===== config.mk =====
export PLATFORM = sky130hd
export DESIGN_NAME = lc3_pc_sequencer
export DESIGN_NICKNAME = d
export VERILOG_FILES = /design/src/rtl/lc3_pc_sequencer.sv
export SDC_FILE = /design/constraint.sdc
export NUM_CORES = 1
export LEC_CHECK = 0
export CAP_MARGIN = 20
export CORE_AREA = 2 2 43 65
export DETAILED_ROUTE_END_ITERATION = 8
export DIE_AREA = 0 0 45 67
export PLACE_DENSITY = 0.81
export REMOVE_ABC_BUFFERS = 1
export SYNTH_ARGS = -nofsm -noshare
export SYNTH_HDL_FRONTEND = slang
export SYNTH_SLANG_ARGS = --single-unit

===== constraint.sdc =====
create_clock -name clk -period 3.3 [get_ports clk]
set_input_delay 0.66 -clock clk [delete_from_list [all_inputs] [get_ports clk]]
set_output_delay 0.66 -clock clk [all_outputs]
set_load 0.1 [all_outputs]

===== src/rtl/lc3_pc_sequencer.sv =====
// Moore sequencer for the LC-3 PC unit and fetch path: fetch, decode, PC redirect
// for control-flow instructions, and hand-off to the execute controller.
module lc3_pc_sequencer #(
  parameter int unsigned MEM_WAIT_MAX = 16
) (
  input  logic        clk,
  input  logic        reset,
  input  logic [15:0] ir,
  input  logic [2:0]  nzp,
  input  logic        mem_rdy,
  input  logic        exec_done,
  output logic [1:0]  selPC,
  output logic        ldPC,
  output logic        gatePC,
  output logic        gateMDR,
  output logic        gateTRAP,
  output logic        ldMAR,
  output logic        ldIR,
  output logic        ldR7,
  output logic        mem_en,
  output logic [1:0]  eab_mode,
  output logic        exec_start,
  output logic        fault
);

  localparam int unsigned CNT_W = 8;
  localparam logic [CNT_W-1:0] WAIT_MAX = CNT_W'(MEM_WAIT_MAX);

  localparam logic [3:0] OP_BR   = 4'b0000;
  localparam logic [3:0] OP_JSR  = 4'b0100;
  localparam logic [3:0] OP_RTI  = 4'b1000;
  localparam logic [3:0] OP_JMP  = 4'b1100;
  localparam logic [3:0] OP_RSV  = 4'b1101;
  localparam logic [3:0] OP_TRAP = 4'b1111;

  localparam logic [1:0] SEL_INC = 2'b00;
  localparam logic [1:0] SEL_EAB = 2'b01;
  localparam logic [1:0] SEL_BUS = 2'b10;

  localparam logic [1:0] EAB_OFF9  = 2'b00;
  localparam logic [1:0] EAB_BASE  = 2'b01;
  localparam logic [1:0] EAB_OFF11 = 2'b10;

  typedef enum logic [3:0] {
    S_F_MAR,
    S_F_WAIT,
    S_F_IR,
    S_DECODE,
    S_BR,
    S_JMP,
    S_JSR_LINK,
    S_JSR_TGT,
    S_T_MAR,
    S_T_LINK,
    S_T_WAIT,
    S_T_PC,
    S_EXEC,
    S_EXEC_WAIT,
    S_FAULT
  } state_t;

  state_t           r_state;
  state_t           w_next;
  logic [CNT_W-1:0] r_cnt;
  logic [CNT_W-1:0] w_cnt_next;
  logic [CNT_W-1:0] w_cnt_inc;

  logic [1:0] w_selPC;
  logic       w_ldPC;
  logic       w_gatePC;
  logic       w_gateMDR;
  logic       w_gateTRAP;
  logic       w_ldMAR;
  logic       w_ldIR;
  logic       w_ldR7;
  logic       w_mem_en;
  logic [1:0] w_eab_mode;
  logic       w_exec_start;
  logic       w_fault;

  // Only the opcode, BR condition and JSR form bits steer the sequencer.
  logic w_ir_unused;
  assign w_ir_unused = ^ir[8:0];

  assign w_cnt_inc = r_cnt + CNT_W'(1);

  always_ff @(posedge clk or negedge reset) begin
    if (!reset) begin
      r_state <= S_F_MAR;
      r_cnt   <= '0;
    end else begin
      r_state <= w_next;
      r_cnt   <= w_cnt_next;
    end
  end

  // Next-state and wait-counter logic.
  always_comb begin
    w_next     = r_state;
    w_cnt_next = r_cnt;
    unique case (r_state)
      S_F_MAR:  w_next = S_F_WAIT;
      S_F_WAIT, S_T_WAIT: begin
        if (mem_rdy) begin
          w_next = (r_state == S_F_WAIT) ? S_F_IR : S_T_PC;
        end else begin
          w_cnt_next = w_cnt_inc;
          if (w_cnt_inc >= WAIT_MAX) begin
            w_next = S_FAULT;
          end
        end
      end
      S_F_IR:   w_next = S_DECODE;
      S_DECODE: begin
        unique case (ir[15:12])
          OP_BR:   w_next = ((ir[11:9] & nzp) != 3'b000) ? S_BR : S_F_MAR;
          OP_JMP:  w_next = S_JMP;
          OP_JSR:  w_next = S_JSR_LINK;
          OP_TRAP: w_next = S_T_MAR;
          OP_RTI, OP_RSV: w_next = S_FAULT;
          default: w_next = S_EXEC;
        endcase
      end
      S_BR:        w_next = S_F_MAR;
      S_JMP:       w_next = S_F_MAR;
      S_JSR_LINK:  w_next = S_JSR_TGT;
      S_JSR_TGT:   w_next = S_F_MAR;
      S_T_MAR:     w_next = S_T_LINK;
      S_T_LINK:    w_next = S_T_WAIT;
      S_T_PC:      w_next = S_F_MAR;
      S_EXEC:      w_next = S_EXEC_WAIT;
      S_EXEC_WAIT: w_next = exec_done ? S_F_MAR : S_EXEC_WAIT;
      S_FAULT:     w_next = S_FAULT;
      default:     w_next = S_FAULT;
    endcase
    if ((w_next == S_F_WAIT || w_next == S_T_WAIT) && (w_next != r_state)) begin
      w_cnt_next = '0;
    end
  end

  // Moore output decode.
  always_comb begin
    w_selPC      = SEL_INC;
    w_ldPC       = 1'b0;
    w_gatePC     = 1'b0;
    w_gateMDR    = 1'b0;
    w_gateTRAP   = 1'b0;
    w_ldMAR      = 1'b0;
    w_ldIR       = 1'b0;
    w_ldR7       = 1'b0;
    w_mem_en     = 1'b0;
    w_eab_mode   = EAB_OFF9;
    w_exec_start = 1'b0;
    w_fault      = 1'b0;
    unique case (r_state)
      S_F_MAR: begin
        w_gatePC = 1'b1;
        w_ldMAR  = 1'b1;
        w_selPC  = SEL_INC;
        w_ldPC   = 1'b1;
      end
      S_F_WAIT, S_T_WAIT: w_mem_en = 1'b1;
      S_F_IR: begin
        w_gateMDR = 1'b1;
        w_ldIR    = 1'b1;
      end
      S_BR: begin
        w_eab_mode = EAB_OFF9;
        w_selPC    = SEL_EAB;
        w_ldPC     = 1'b1;
      end
      S_JMP: begin
        w_eab_mode = EAB_BASE;
        w_selPC    = SEL_EAB;
        w_ldPC     = 1'b1;
      end
      S_JSR_LINK, S_T_LINK: begin
        w_gatePC = 1'b1;
        w_ldR7   = 1'b1;
      end
      S_JSR_TGT: begin
        w_eab_mode = ir[11] ? EAB_OFF11 : EAB_BASE;
        w_selPC    = SEL_EAB;
        w_ldPC     = 1'b1;
      end
      S_T_MAR: begin
        w_gateTRAP = 1'b1;
        w_ldMAR    = 1'b1;
      end
      S_T_PC: begin
        w_gateMDR = 1'b1;
        w_selPC   = SEL_BUS;
        w_ldPC    = 1'b1;
      end
      S_EXEC:  w_exec_start = 1'b1;
      S_FAULT: w_fault      = 1'b1;
      default: ;
    endcase
  end

  // Outputs are forced low for the whole time reset is held, not just after an edge.
  assign selPC      = w_selPC & {2{reset}};
  assign ldPC       = w_ldPC & reset;
  assign gatePC     = w_gatePC & reset;
  assign gateMDR    = w_gateMDR & reset;
  assign gateTRAP   = w_gateTRAP & reset;
  assign ldMAR      = w_ldMAR & reset;
  assign ldIR       = w_ldIR & reset;
  assign ldR7       = w_ldR7 & reset;
  assign mem_en     = w_mem_en & reset;
  assign eab_mode   = w_eab_mode & {2{reset}};
  assign exec_start = w_exec_start & reset;
  assign fault      = w_fault & reset;

endmodule


==> results of run 1 <==
flip-flops by register name, indices dropped and copies added (netlist names):
register and cells:
r_cnt 8, r_state 4
per-layer routing:
metal | share of wire | up-vias
li1 | - | 561
met1 | 0.36 | 547
met2 | 0.57 | 41
met3 | 0.053 | 7
met4 | 0.019 | 0
met5 | 0 | -
how the worst max path moves through the flow:
| stage | from | depth (start not counted) | slack [ns] | end |
|---|---|---|---|---|
| 3_3_place_gp | reset | 6 | 0.62 | gateMDR |
| 6_report | reset | 6 | 0.58 | gateMDR |
| 2_1_floorplan | reset | 4 | -2.08 | ldPC |
| 5_1_grt | reset | 6 | 0.49 | gateMDR |
| 3_5_place_dp | reset | 6 | 0.58 | gateMDR |
| 4_1_cts | reset | 6 | 0.57 | gateMDR |
Yosys cell counts, drive strengths merged, types with 2 or more instances:
| library cell | number | area (µm²) |
|---|---|---|
| o22ai | 2 | 12.5 |
| and4 | 2 | 20.0 |
| nand2b | 2 | 12.5 |
| xnor2 | 3 | 26.3 |
| and3 | 3 | 18.8 |
| a21oi | 4 | 20.0 |
| inv | 9 | 33.8 |
| nor2 | 6 | 22.5 |
| nand3b | 3 | 22.5 |
| nor3b | 3 | 27.5 |
| nand2 | 7 | 26.3 |
| nor3 | 3 | 15.0 |
| a211oi | 3 | 32.5 |
| o21ai | 5 | 28.8 |
| nand3 | 6 | 30.0 |
| o2111ai | 2 | 17.5 |
| a311oi | 10 | 93.8 |
| nor4 | 4 | 40.0 |
| dfrtp | 12 | 300 |
| nor2b | 4 | 25.0 |
| clkbuf | 3 | 11.3 |
| nand4 | 5 | 31.3 |
| xor2 | 7 | 61.3 |
| buf | 6 | 47.5 |
| and2 | 3 | 18.8 |
final cells by class:
class / count / area [µm²]
Fill cell: 197 / 830
Multi-Input combinational cell: 102 / 752
Clock buffer: 4 / 36.3
Tap cell: 24 / 30.0
Inverter: 9 / 33.8
Timing Repair Buffer: 31 / 440
Sequential cell: 12 / 300
power breakdown:
group / leakage, nW / switching [mW] / internal (mW)
Combinational: 0.462 / 0.563 / 0.320
Sequential: 0.161 / 0.0882 / 0.181
Clock: 0.0210 / 0.0515 / 0.0672
worst min-delay path: cells and delay by family, from the launching register on:
family / cells / cell delay (ns)
xor+xnor: 1 / 0.13
flops: 1 / 0.41
compound gates: 1 / 0.05
logic make-up after synthesis:
logic type | count (synthesis) | synth area share
compound gates | 34 | 0.254
buf+inv | 18 | 0.0809
simple gates | 56 | 0.307
flops | 12 | 0.262
fa+ha+maj | 1 | 0.0109
xor+xnor | 10 | 0.0765
mux | 1 | 0.00874
stage by stage:
| stage | util | TNS, ns |
|---|---|---|
| global placement | 0.643 | 0 |
| floorplan | - | -9.99 |
| finish | 0.658 | 0 |
| CTS | 0.658 | 0 |
| detailed placement | 0.643 | 0 |
| global route | 0.658 | 0 |
==> flow_summary.toml, run 1 <==
[pwr]
leakagePower_nw = 0.644
irDropWorstVdd_mv = 0.553
pwr_density_cell_nw_per_um2 = 798
total_power_mw = 1.27

[cts]
cts_buffer_depth = 2
cts_hold_buf = 0
clkLatencyLatePin_ns = 0.28
clkTransAtPathRegs_ns = 0.08
cts_tree = "built"
ctsRootBufferMaster = "clkbuf_4"
cts-resized-gates = 0
htreeDepth = 1
cts_sinks = 12
post-cts-setup-buffer-count = 0
numCtsBuffers = 3

[critical_path]
start_kind = "input pin"
cp_top_family = "buffers and inverters"
crit_slowest_cell = "clkdlybuf4s50_1"
cp_cell_sequence = "clkdlybuf4s50_1 -> buf_4 -> nand4_1 -> inv_1 -> or2_2 -> buf_12"
crit_buf_inv = 4
r2r-start = "r_cnt[0]$_DFFE_PN0P_"
worst_r2r_endpoint = "r_cnt[5]$_DFFE_PN0P_"
worstPathArrival_ns = 2.06
crit_fanout = 17
path_class = "in -> out"
crit_path_max_incr_delay_ns = 0.43
crit_path_end_kind = "primary output"
cp.required_ns = 2.64
reg2reg_depth = 5
reg2reg_slack_ns = 1.01

[detailed_routing]
drt_first_pass_iters = 4
ant_nets = 0
totalWireLength_um = 2830
dr.first_iter.drc_count = 31
vias = 1156
wl_per_cell_um = 15.5
drt-vias-per-instance = 6.35
drc = 0

[final_layout]
nNetsFinal = 183
final_cell_area_um2 = 1590
layout_commonest_cell = "buf_12"
n_antenna_cell = 0
synthToLayoutAreaGrowth_pct = 39.1
fin_cells = 182
most-common-layout-cells = "buf_12, clkdlybuf4s50_1, dfrtp_1"
layout-drive-gt1-share = 0.209

[sta]
timing.final.ws_setup_ns = 0.582
finalCriticalPeriod_ns = 2.72
tightest_slew_ns = 0.622
setup_violations = 0
worst_slew_margin_rel = 0.585
min_period_over_period = 0.824
holdWs_ns = 0.621
drv_slew = 0
grt_setup_unrepaired = "no"
hold_viol = 0
max_freq_ghz = 0.368
clock_skew_ns = 0.00573

[logic_synthesis]
syn_area_per_cell_um2 = 8.67
synth_cell_type_count = 48
async_flop_share = 1.00
synth_edf_count = 0
ys_seq_area_frac = 0.262
ys_seq_elements = 12
synthesis.area_um2 = 1140
ys.warnings.count = 0
synth_cells = 132
synth_flop_cell = "dfrtp_1"

[placement]
dp_hpwl_um = 2170
place_area_um2 = 1560
io_buffers = 27
dp.cells = 178
pre_cts_ws_ns = 0.579
gp_congestion = 0.819

[floorplanning]
start_util = 0.473
core_area_um2 = 2420
die_area_um2 = 3020
die_h_um = 67
die_width_um = 45
rows = 22
pin_count = 37

[global_routing]
busiest_layer = "met2"
grt_max_degree = 19
grt_util_all_layers = 0.215
grt_pass1_wl_um = 4960
grt_remaining_overflow = 0
antenna_found_initial = 0
met1_usage = 0.226
first_global_vias = 1194
met3_usage = 0.0136
grt_use_met2 = 0.414

[hold_path]
whs_endpoint = "r_cnt[0]$_DFFE_PN0P_"
hold_class = "reg -> reg"
min-delay-start = "r_cnt[0]$_DFFE_PN0P_"
hold-path-cell-count = 2

[status]
status = "completed"

[job]
cap_violations = 0
Power figures use the tool's default switching activity.
==> run 2, diff against run 1 <==
--- a/config.mk
+++ b/config.mk
@@ -6,10 +6,10 @@
 export NUM_CORES = 1
 export LEC_CHECK = 0
 export CAP_MARGIN = 20
-export CORE_AREA = 2 2 43 65
+export CORE_AREA = 2 2 47 70
 export DETAILED_ROUTE_END_ITERATION = 8
-export DIE_AREA = 0 0 45 67
-export PLACE_DENSITY = 0.81
+export DIE_AREA = 0 0 49 72
+export PLACE_DENSITY = 0.72
 export REMOVE_ABC_BUFFERS = 1
 export SYNTH_ARGS = -nofsm -noshare
 export SYNTH_HDL_FRONTEND = slang
==> constraint.sdc (replaced) <==
create_clock -name clk -period 2.26 [get_ports clk]
set_input_delay 0.452 -clock clk [delete_from_list [all_inputs] [get_ports clk]]
set_output_delay 0.452 -clock clk [all_outputs]
set_load 0.1 [all_outputs]
==> run 2 against run 1 <==
Combinational power rose by 74%. Setup slack got worse by 0.45 ns. First-iteration DRC count is 32% lower. Wire length grew 14%. Via count increased by 7.5%. Critical path depth grew 1. Cell area rose by 11%. Sequential power grew 29%. Clock-buffer cell count did not move. Global-route usage is 1.0 points lower. Sequential share of layout area fell by 1.9 points. Largest cell class unchanged.
==> flow_summary.toml, run 2 (synthesis results as in run 1) <==
[global_routing]
grt_pass1_wl_um = 5710
grt_max_degree = 18
first_global_vias = 1264
grt_remaining_overflow = 0
antenna_found_initial = 0
grt_util_all_layers = 0.205

[sta]
max_freq_ghz = 0.470
setup_violations = 0
hold_viol = 0
drv_slew = 0
holdWs_ns = 0.206
worst_slew_margin_rel = 0.713
setup-tns-final_ns = 0
finalCriticalPeriod_ns = 2.13
grt_setup_unrepaired = "no"
tightest_slew_ns = 0.427
min_period_over_period = 0.942
clock_skew_ns = 0.00224

[final_layout]
nNetsFinal = 198
most-common-layout-cells = "buf_4, buf_12, clkdlybuf4s50_1"
n_antenna_cell = 0
layout-drive-gt1-share = 0.306
largest_reg_flops = 8
synthToLayoutAreaGrowth_pct = 55.0
layout_commonest_cell = "buf_4"
top_register = "r_cnt"
top_regs = "r_cnt (8), r_state (4)"
num-fill-cells = 238
final_cell_area_um2 = 1770
fin_cells = 212

[detailed_routing]
vias = 1243
wl_per_cell_um = 15.2
totalWireLength_um = 3220
dr.first_iter.drc_count = 21
drt_first_pass_iters = 4
ant_nets = 0
drc = 0
drt-vias-per-instance = 5.86

[placement]
dp_hpwl_um = 2590
io_buffers = 27
place_area_um2 = 1680
gp_congestion = 0.881
dp.cells = 207

[floorplanning]
core_area_um2 = 2910
die_width_um = 49
pin_count = 37
die_area_um2 = 3530
rows = 24
die_h_um = 72
start_util = 0.393

[pwr]
leakagePower_nw = 0.739
pwr_density_cell_nw_per_um2 = 1200
irDropWorstVdd_mv = 0.644
total_power_mw = 2.13

[critical_path]
path_class = "reg -> reg"
start_kind = "flop"
crit_fanout = 9
crit_path_end_kind = "flop"
worstPathArrival_ns = 2.27
cp.required_ns = 2.40

[cts]
cts_hold_buf = 0
cts_sinks = 12
ctsRootBufferMaster = "clkbuf_8"
cts_tree = "built"
htreeDepth = 1
clkLatencyLatePin_ns = 0.25
clkTransAtPathRegs_ns = 0.05
numCtsBuffers = 3
cts_buffer_depth = 2

[hold_path]
hold_class = "in -> async"

[job]
cap_violations = 0

[status]
status = "completed"
## run 2: timing repair
item,in CTS,in global routing
buffers inserted,1,0
gates resized for setup,2,6
endpoints found under the setup margin,5,13
gates cloned,0,0
## run 2: stage by stage
stage / utilization / setup slack [ns]
after global placement: 0.577 / -0.0214
after CTS: 0.601 / -0.00399
after detailed placement: 0.577 / -0.0916
after floorplan: - / -2.81
final: 0.609 / 0.131
after global routing: 0.609 / 0.0152
## run 2: final timing paths
path	from	endpoint	slack [ns]	cells past startpoint
max	r_cnt[0]$_DFFE_PN0P_	r_cnt[0]$_DFFE_PN0P_	0.13	7
max reg2reg	r_cnt[0]$_DFFE_PN0P_	r_cnt[0]$_DFFE_PN0P_	0.13	7
min	reset	r_cnt[4]$_DFFE_PN0P_	0.21	2
min in group clk	r_cnt[0]$_DFFE_PN0P_	r_cnt[0]$_DFFE_PN0P_	0.64	2
min reg2reg	r_cnt[0]$_DFFE_PN0P_	r_cnt[0]$_DFFE_PN0P_	0.64	2
max in group asynchronous	reset	r_state[0]$_DFF_PN0_	1.87	2
## run 2: area by class of cell
| type | count | area, µm² | share of cell area |
|---|---|---|---|
| sequential | 12 | 302 | 0.170 |
| inverter | 9 | 33.8 | 0.0190 |
| timing repair buffer | 46 | 559 | 0.315 |
| multi-input combinational | 102 | 776 | 0.437 |
| tap | 39 | 48.8 | 0.0275 |
| clock buffer | 4 | 55.1 | 0.0310 |
## run 2: report_power, final
group	switching (mW)	internal, mW	leakage (nW)
Clock	0.0843	0.154	0.0288
Sequential	0.0774	0.268	0.160
Combinational	0.936	0.607	0.550
Total	1.10	1.03	0.739
## run 2: critical path, stage by stage, from the launching register on
cell and delay (ns):
dfrtp_1 0.41, ha_1 0.32, xnor2_1 0.18, and4_4 0.21, nor4_1 0.35, a211oi_2 0.08
buf_4 0.18, a311oi_1 0.28
## run 2: routing by layer
metal	vias to the layer above	part of all wire	track usage
met4	0	0.023	0.0762
met5	-	0	0
met2	38	0.56	0.408
li1	585	-	-
met3	7	0.040	0.0350
met1	613	0.37	0.209
==> run 3, diff against run 2 <==
--- a/config.mk
+++ b/config.mk
@@ -7,9 +7,11 @@
 export LEC_CHECK = 0
 export CAP_MARGIN = 20
 export CORE_AREA = 2 2 47 70
+export CTS_CLUSTER_SIZE = 10
 export DETAILED_ROUTE_END_ITERATION = 8
 export DIE_AREA = 0 0 49 72
 export PLACE_DENSITY = 0.72
+export RECOVER_POWER = 50
 export REMOVE_ABC_BUFFERS = 1
 export SYNTH_ARGS = -nofsm -noshare
 export SYNTH_HDL_FRONTEND = slang
==> run 3 against run 2 <==
Via count shrank 1.3%. Utilization decreased by 2.2 points. Clock skew about the same. Combinational power barely moved. Setup slack got worse by 0.033 ns. Register-to-register slack worse by 0.03 ns. Global-route usage is the same. Critical path depth unchanged. Flip-flop and latch count unchanged. Hold slack improved by 0.086 ns. Critical endpoint unchanged.
==> flow_summary.toml, run 3 (synthesis results as in run 1) <==
[cts]
clkTransAtPathRegs_ns = 0.05
clkLatencyLatePin_ns = 0.25
ctsRootBufferMaster = "clkbuf_8"
cts_sinks = 12
cts_tree = "built"
htreeDepth = 1
cts_buffer_depth = 2
numCtsBuffers = 3

[pwr]
p_sw_frac = 0.521
cell_internal_pwr_mw = 1.01
power_frac_seq = 0.164
comb_power_share = 0.722
power_frac_clock = 0.113
switchingPower_mw = 1.09
leakagePower_nw = 0.711
pwr_density_cell_nw_per_um2 = 1230
total_power_mw = 2.10
irDropWorstVdd_mv = 0.641

[detailed_routing]
drc = 0
dr.first_iter.drc_count = 48
wl_per_cell_um = 15.3
vias = 1227
totalWireLength_um = 3240
ant_nets = 0
drt-vias-per-instance = 5.79
drt_first_pass_iters = 4

[global_routing]
grt_util_all_layers = 0.205
grt_pass1_wl_um = 5710
antenna_found_initial = 0
met1_usage = 0.209
grt_remaining_overflow = 0
met3_usage = 0.0350
grt_max_degree = 18
busiest_layer = "met2"
first_global_vias = 1264
grt_use_met2 = 0.408

[sta]
clock_skew_ns = 0.00256
drv_slew = 0
hold_viol = 0
tightest_slew_ns = 0.489
setup_violations = 0
worst_slew_margin_rel = 0.676
min_period_over_period = 0.957
finalCriticalPeriod_ns = 2.16
timing.final.ws_setup_ns = 0.0976
max_freq_ghz = 0.462

[final_layout]
top_regs = "r_cnt (8), r_state (4)"
top_register = "r_cnt"
layout-drive-gt1-share = 0.289
most-common-layout-cells = "buf_4, clkdlybuf4s50_1, buf_12, dfrtp_1"
n_antenna_cell = 0
nNetsFinal = 198
synthToLayoutAreaGrowth_pct = 49.3
largest_reg_flops = 8
layout_commonest_cell = "buf_4"

[critical_path]
crit_fanout = 9
crit_path_end_kind = "flop"
worstPathArrival_ns = 2.30
path_class = "reg -> reg"
reg2reg_depth = 7
start_kind = "flop"
cp.required_ns = 2.40

[job]
cap_violations = 0

[placement]
io_buffers = 27
dp_hpwl_um = 2590
gp_congestion = 0.881
pre_cts_ws_ns = -0.0916

[status]
status = "completed"

[hold_path]
hold_class = "in -> async"

[floorplanning]
core_area_um2 = 2910
start_util = 0.393
pin_count = 37
die_area_um2 = 3530
rows = 24
die_width_um = 49
die_h_um = 72
run 3: path summary, 6_finish.rpt:
| path | slack (ns) | startpoint | to |
|---|---|---|---|
| max in group asynchronous | 1.59 | reset | r_state[0]$_DFF_PN0_ |
| min in group clk | 0.64 | r_cnt[0]$_DFFE_PN0P_ | r_cnt[0]$_DFFE_PN0P_ |
| worst min-delay path | 0.29 | reset | r_cnt[4]$_DFFE_PN0P_ |
| worst max-delay path | 0.1 | r_cnt[0]$_DFFE_PN0P_ | r_cnt[0]$_DFFE_PN0P_ |
| worst min register to register | 0.64 | r_cnt[0]$_DFFE_PN0P_ | r_cnt[0]$_DFFE_PN0P_ |
| worst max register to register | 0.1 | r_cnt[0]$_DFFE_PN0P_ | r_cnt[0]$_DFFE_PN0P_ |
run 3: worst max-delay path: stages (launching register included):
cell and delay [ns]:
dfrtp_1 0.41, ha_1 0.32, xnor2_1 0.17, and4_4 0.21, nor4_1 0.35, a211oi_2 0.08
clkbuf_2 0.21, a311oi_1 0.31
run 3: area by class of cell:
class / count / area, µm²
Clock buffer: 4 / 55.1
Fill cell: 250 / 1200
Inverter: 9 / 33.8
Multi-Input combinational cell: 102 / 769
Sequential cell: 12 / 302
Tap cell: 39 / 48.8
Timing Repair Buffer: 46 / 500
run 3: power groups by stage:
stage	clock (mW)	sequential, mW	combinational [mW]
global route	0.254	0.351	1.62
finish	0.239	0.346	1.52
floorplan	0	0.361	0.879
detailed placement	0	0.340	1.50
global placement	0	0.335	1.46
CTS	0.243	0.340	1.52
run 3: per-stage QoR:
stage | cells | hold WS (ns) | utilization | cell area (µm²) | TNS [ns]
6_report | 212 | 0.292 | 0.587 | 1710 | 0
5_1_grt | 212 | 0.320 | 0.587 | 1710 | -0.130
4_1_cts | 212 | 0.584 | 0.601 | 1750 | -0.00399
3_5_place_dp | 207 | 0.630 | 0.577 | 1680 | -0.612
3_3_place_gp | 207 | 0.601 | 0.577 | 1680 | -0.0214
2_1_floorplan | 123 | 0.156 | - | 1090 | -16.87
run 3: routing by layer:
layer  vias up  share of wire
met3         7          0.041
met4         0          0.023
li1        583              -
met1       601           0.37
met2        36           0.56
met5         -              0
run 3: what timing repair did:
action	in CTS	in global routing
endpoints found under the setup margin	5	13
buffers inserted	1	0
gates resized for setup	2	6
hold buffers	0	0
